==> src/rtl/spi_pkg.sv <==
// Shared definitions for the SPI echo design: opcodes, controller states, byte width.
package spi_pkg;
    localparam int WIDTH = 8;

    localparam logic [7:0] OP_ECHO  = 8'h01;
    localparam logic [7:0] OP_WRITE = 8'h02;
    localparam logic [7:0] OP_READ  = 8'h03;
    localparam logic [7:0] ACK      = 8'hAA;

    typedef enum logic [1:0] {
        ST_IDLE = 2'd0,
        ST_ARG  = 2'd1,
        ST_RESP = 2'd2
    } state_e;
endpackage

==> src/rtl/sync_edge.sv <==
// Multi-flop CDC synchronizer with a registered rising-edge pulse.
// The pulse lands one edge after the synchronized level rises.
module sync_edge #(
    parameter int   STAGES  = 2,
    parameter logic RST_VAL = 1'b0
) (
    input  logic clk,
    input  logic rst_n,
    input  logic din,
    output logic level,
    output logic rise
);
    logic [STAGES-1:0] chain_q, chain_d;
    logic              prev_q, prev_d;
    logic              rise_q, rise_d;

    always_comb begin
        chain_d = {chain_q[STAGES-2:0], din};
        prev_d  = chain_q[STAGES-1];
        rise_d  = chain_q[STAGES-1] & ~prev_q;
    end

    always_ff @(posedge clk or negedge rst_n) begin
        if (!rst_n) begin
            chain_q <= {STAGES{RST_VAL}};
            prev_q  <= RST_VAL;
            rise_q  <= 1'b0;
        end else begin
            chain_q <= chain_d;
            prev_q  <= prev_d;
            rise_q  <= rise_d;
        end
    end

    assign level = chain_q[STAGES-1];
    assign rise  = rise_q;
endmodule

==> src/rtl/spi_cmd_ctrl.sv <==
// Command decoder for the SPI echo design: syncs rx_ready/cs, decodes opcodes,
// holds the scratch register and issues one tx_load per received byte.
module spi_cmd_ctrl
    import spi_pkg::*;
#(
    parameter int WIDTH       = spi_pkg::WIDTH,
    parameter int SYNC_STAGES = 2
) (
    input  logic             clk,
    input  logic             rst_n,
    input  logic [WIDTH-1:0] rx_byte,
    input  logic             rx_ready,
    input  logic             cs,
    input  logic             tx_busy,
    output logic [WIDTH-1:0] tx_byte,
    output logic             tx_load,
    output logic [WIDTH-1:0] reg_out,
    output logic             overrun
);
    logic rx_stb, rx_lvl_unused;
    logic cs_s, cs_rise_unused;

    sync_edge #(.STAGES(SYNC_STAGES), .RST_VAL(1'b0)) u_rx_sync (
        .clk(clk), .rst_n(rst_n), .din(rx_ready), .level(rx_lvl_unused), .rise(rx_stb)
    );

    sync_edge #(.STAGES(SYNC_STAGES), .RST_VAL(1'b1)) u_cs_sync (
        .clk(clk), .rst_n(rst_n), .din(cs), .level(cs_s), .rise(cs_rise_unused)
    );

    state_e           state_q, state_d;
    state_e           ret_q, ret_d;
    logic [WIDTH-1:0] tx_byte_q, tx_byte_d;
    logic [WIDTH-1:0] reg_q, reg_d;
    logic             ovr_q, ovr_d;

    always_comb begin
        state_d   = state_q;
        ret_d     = ret_q;
        tx_byte_d = tx_byte_q;
        reg_d     = reg_q;
        ovr_d     = ovr_q;
        tx_load   = 1'b0;
        case (state_q)
            ST_IDLE: begin
                if (rx_stb) begin
                    state_d = ST_RESP;
                    ret_d   = ST_IDLE;
                    case (rx_byte)
                        WIDTH'(OP_WRITE): begin
                            tx_byte_d = WIDTH'(ACK);
                            ret_d     = ST_ARG;
                        end
                        WIDTH'(OP_READ): tx_byte_d = reg_q;
                        WIDTH'(OP_ECHO): tx_byte_d = rx_byte;
                        default:         tx_byte_d = rx_byte;
                    endcase
                end
            end
            ST_ARG: begin
                if (rx_stb) begin
                    reg_d     = rx_byte;
                    tx_byte_d = WIDTH'(ACK);
                    ret_d     = ST_IDLE;
                    state_d   = ST_RESP;
                end
            end
            ST_RESP: begin
                // A byte landing here has nowhere to go: flag it and drop it.
                if (rx_stb) ovr_d = 1'b1;
                if (!tx_busy && !cs_s) begin
                    tx_load = 1'b1;
                    state_d = ret_q;
                end
            end
            default: state_d = ST_IDLE;
        endcase
        // Frame abort overrides everything, including a response about to load.
        if (cs_s) state_d = ST_IDLE;
    end

    always_ff @(posedge clk or negedge rst_n) begin
        if (!rst_n) begin
            state_q   <= ST_IDLE;
            ret_q     <= ST_IDLE;
            tx_byte_q <= '0;
            reg_q     <= '0;
            ovr_q     <= 1'b0;
        end else begin
            state_q   <= state_d;
            ret_q     <= ret_d;
            tx_byte_q <= tx_byte_d;
            reg_q     <= reg_d;
            ovr_q     <= ovr_d;
        end
    end

    assign tx_byte = tx_byte_q;
    assign reg_out = reg_q;
    assign overrun = ovr_q;
endmodule
==> config.mk <==
export PLATFORM = sky130hd
export DESIGN_NAME = spi_cmd_ctrl
export DESIGN_NICKNAME = d
export VERILOG_FILES = /design/src/rtl/spi_pkg.sv /design/src/rtl/sync_edge.sv /design/src/rtl/spi_cmd_ctrl.sv
export SDC_FILE = /design/constraint.sdc
export NUM_CORES = 1
export LEC_CHECK = 0
export CAP_MARGIN = 0
export CELL_PAD_IN_SITES_DETAIL_PLACEMENT = 0
export CELL_PAD_IN_SITES_GLOBAL_PLACEMENT = 1
export CORE_MARGIN = 2
export CORE_UTILIZATION = 29
export DETAILED_ROUTE_END_ITERATION = 16
export PLACE_DENSITY_LB_ADDON = 0.12
export SYNTH_ARGS = -nofsm -noshare
export SYNTH_HDL_FRONTEND = slang
export SYNTH_SLANG_ARGS = --single-unit
==> constraint.sdc <==
create_clock -name clk -period 1.56 [get_ports clk]
set_input_delay 0.234 -clock clk [delete_from_list [all_inputs] [get_ports clk]]
set_output_delay 0.234 -clock clk [all_outputs]
set_load 0.02 [all_outputs]
==> flow_summary.json <==
{
  "synth_warnings": 0,
  "p_switching_uw": 408,
  "power_density_nw_per_um2": 1030,
  "grt-ovfl-total": 0,
  "start_util_pct": 30.7,
  "die_h_um": 66.7,
  "hold_viol": 0,
  "criticalPathCategory": "flop to output port",
  "worstPathRequired_ns": 1.33,
  "multiInputGateArea_um2": 470,
  "cp_num_buf_inv": 1,
  "gp_congestion": 0.747,
  "post-route-min-period_ns": 1.51,
  "vias_per_cell": 4.57,
  "period_share_pct": 96.5,
  "hpwl_um": 1740,
  "layout_common_cells": "clkdlybuf4s50_1 (29), dfrtp_1 (24), buf_4 (9)",
  "skew_ns": 0.00161,
  "cts.path.max_buffers": 2,
  "cts_buffers": 3,
  "crit_family": "buffers and inverters",
  "worstPathCellList": "clkdlybuf4s50_1",
  "cts_resized": 4,
  "vias": 814,
  "cpPeakStageDelay_ns": 0.62,
  "drive_above_1_share_pct": 24.6,
  "root_buffer": "clkbuf_8",
  "io_buffers": 30,
  "dieArea_um2": 4450,
  "fillers": 358,
  "grt_pass1_wl_um": 4080,
  "wl_per_cell_um": 13.6,
  "drt_iter0_markers": 22,
  "switching_share_pct": 24.3,
  "nets": 144,
  "cts.htree.levels": 1,
  "wl_um": 2420,
  "cp-end-kind": "output port",
  "cp_max_fo": 3,
  "status": "complete, no violations",
  "synthSimpleGateAreaFrac_pct": 19.6,
  "tightest_slew_ns": 0.333,
  "n_antenna_cell": 0,
  "p_clk_share_pct": 32.7,
  "clk_pin_slew_ns": 0.09,
  "max_slew_margin_pct": 77.8,
  "seq_area_frac_synth_pct": 57.3,
  "syn_inst": 89,
  "postCtsHoldBufs": 0,
  "power_leakage_uw": 0.000715,
  "place_inst": 174,
  "power_frac_comb_pct": 21.1,
  "grt_usage_pct": 12.5,
  "layout_commonest_cell": "clkdlybuf4s50_1",
  "antenna_found_initial": 0,
  "syn2layout_area_growth_pct": 43.5,
  "grt_max_degree": 27,
  "regArea_um2": 653,
  "synthMuxAreaShare_pct": 10.1,
  "netlist_area_um2": 1140,
  "ys_ff_latch": 26,
  "setup_tns_ns": 0,
  "reg2regPathDepth": 4,
  "fmax_mhz": 664,
  "worstSkewPairLatency_ns": 0.26,
  "rsz0062_at_grt": "no",
  "drcViolationCount": 0,
  "synth_xor_area_share_pct": 0,
  "power_frac_seq_pct": 46.2,
  "worst_path_max_delay_cell": "clkdlybuf4s50_1",
  "worst-path-stages": 1,
  "synthAdderAreaFrac_pct": 0,
  "start_kind": "flop",
  "syn_area_per_cell_um2": 12.8,
  "first_global_vias": 844,
  "cts_setup_buffers": 0,
  "cap_violations": 0,
  "worstHoldPathType": "input port to async pin",
  "drt_first_pass_iters": 2,
  "ios": 31,
  "clkSinkCount": 26,
  "fp.coreArea_um2": 3720,
  "setup.worst_path.start": "reg_out[6]",
  "ys_types": 30,
  "fin_util_pct": 44.0,
  "drv_slew": 0,
  "drtAntennaViolNets": 0,
  "r2r-start": "state_q[1]",
  "syn-num-nets": 102,
  "internal_power_uw": 1270,
  "cts_tree": "built",
  "synth_top_family_by_area": "simple AND/OR/NAND/NOR gates",
  "synth_compound_area_share_pct": 10.9,
  "finalSetupViolations": 0,
  "r2r_setup_slack_ns": 0.16,
  "rows": 22,
  "die_w_um": 66.7,
  "cp.arrival_ns": 1.27,
  "peakVddDrop_mv": 0.367,
  "layout.cells.non_filler": 178
}
[power by group through the flow]
| stage | Combinational (uW) | Clock, uW | Sequential (uW) |
|---|---|---|---|
| 3_3_place_gp | 358 | 0 | 789 |
| 2_1_floorplan | 93.8 | 0 | 854 |
| 6_report | 354 | 550 | 776 |
| 3_5_place_dp | 360 | 0 | 791 |
| 4_1_cts | 360 | 571 | 778 |
| 5_1_grt | 384 | 603 | 787 |
[sequential cells by signal, summed over array words and instances, names as in the netlist]
signal             count
reg_out                8
state_q                2
u_rx_sync.prev_q       1
overrun                1
tx_byte                8
u_rx_sync.rise         1
u_cs_sync.chain_q      2
u_rx_sync.chain_q      2
ret_q                  1
[cell usage after synthesis]
cell type  instances  share of area, %
a211oi_1           3               2.0
a21o_1             2               1.3
a21oi_1            4               1.8
a22o_1             1              0.77
a32oi_1            1              0.77
a41oi_1            1              0.77
and2b_4            1              0.88
and4bb_2           1               1.1
buf_2              1              0.44
buf_4              1              0.66
dfrtp_1           24                53
dfstp_2            2               4.6
inv_1              3              0.99
mux2_4             7               9.2
mux2i_1            1              0.88
nand2_1            4               1.3
nand2_4            1              0.99
nand2b_1           4               2.2
nand2b_2           1              0.77
nand3_2            1              0.88
nor2_1             7               2.3
nor2b_1            2               1.1
nor3_1             3               1.3
nor3b_1            1              0.66
nor4_1             3               1.6
nor4_4             1               1.9
nor4bb_1           3               2.6
o21ai_0            3               1.3
o31a_1             1              0.77
o41ai_2            1               1.4
[through the flow]
step | area [um^2] | hold slack [ns] | power (uW) | setup WS [ns]
floorplan | 1140 | -0.0616 | 948 | 0.146
global placement | 1560 | 0.332 | 1150 | -0.135
detailed placement | 1560 | 0.337 | 1150 | -0.140
CTS | 1630 | 0.348 | 1710 | 0.0372
global route | 1640 | 0.353 | 1770 | 0.00911
finish | 1640 | 0.329 | 1680 | 0.0543
[per-layer routing]
layer / wire (um) / vias up / global-route usage [%]
met5: 0 / - / 0
met4: 19 / 0 / 4.59
met3: 117 / 2 / 2.70
met2: 1110 / 16 / 19.5
met1: 1170 / 392 / 17.0
li1: - / 404 / -
[kinds of logic (layout without fill, tap and decap cells)]
logic type | Yosys count | after routing
compound gates | 17 | 17
flops | 26 | 26
simple gates | 33 | 33
buf+inv | 5 | 46
mux | 8 | 8
[final cells by class]
| class | instances | area share [%] |
|---|---|---|
| clock buffers | 3 | 2.52 |
| multi-input cells | 58 | 28.8 |
| inverters | 3 | 0.689 |
| well taps | 48 | 3.67 |
| clock inverters | 1 | 1.84 |
| flip-flops and latches | 26 | 39.9 |
| repair buffers | 39 | 22.6 |
[path summary, 6_finish.rpt]
check | end
worst max-delay path | reg_out[6]
worst min-delay path | reg_out[2]
worst max register to register | reg_out[3]
worst min register to register | u_rx_sync.chain_q[1]
max in group asynchronous | u_cs_sync.chain_q[1]
min in group clk | u_rx_sync.chain_q[1]
(Power assumes the default switching activity.)
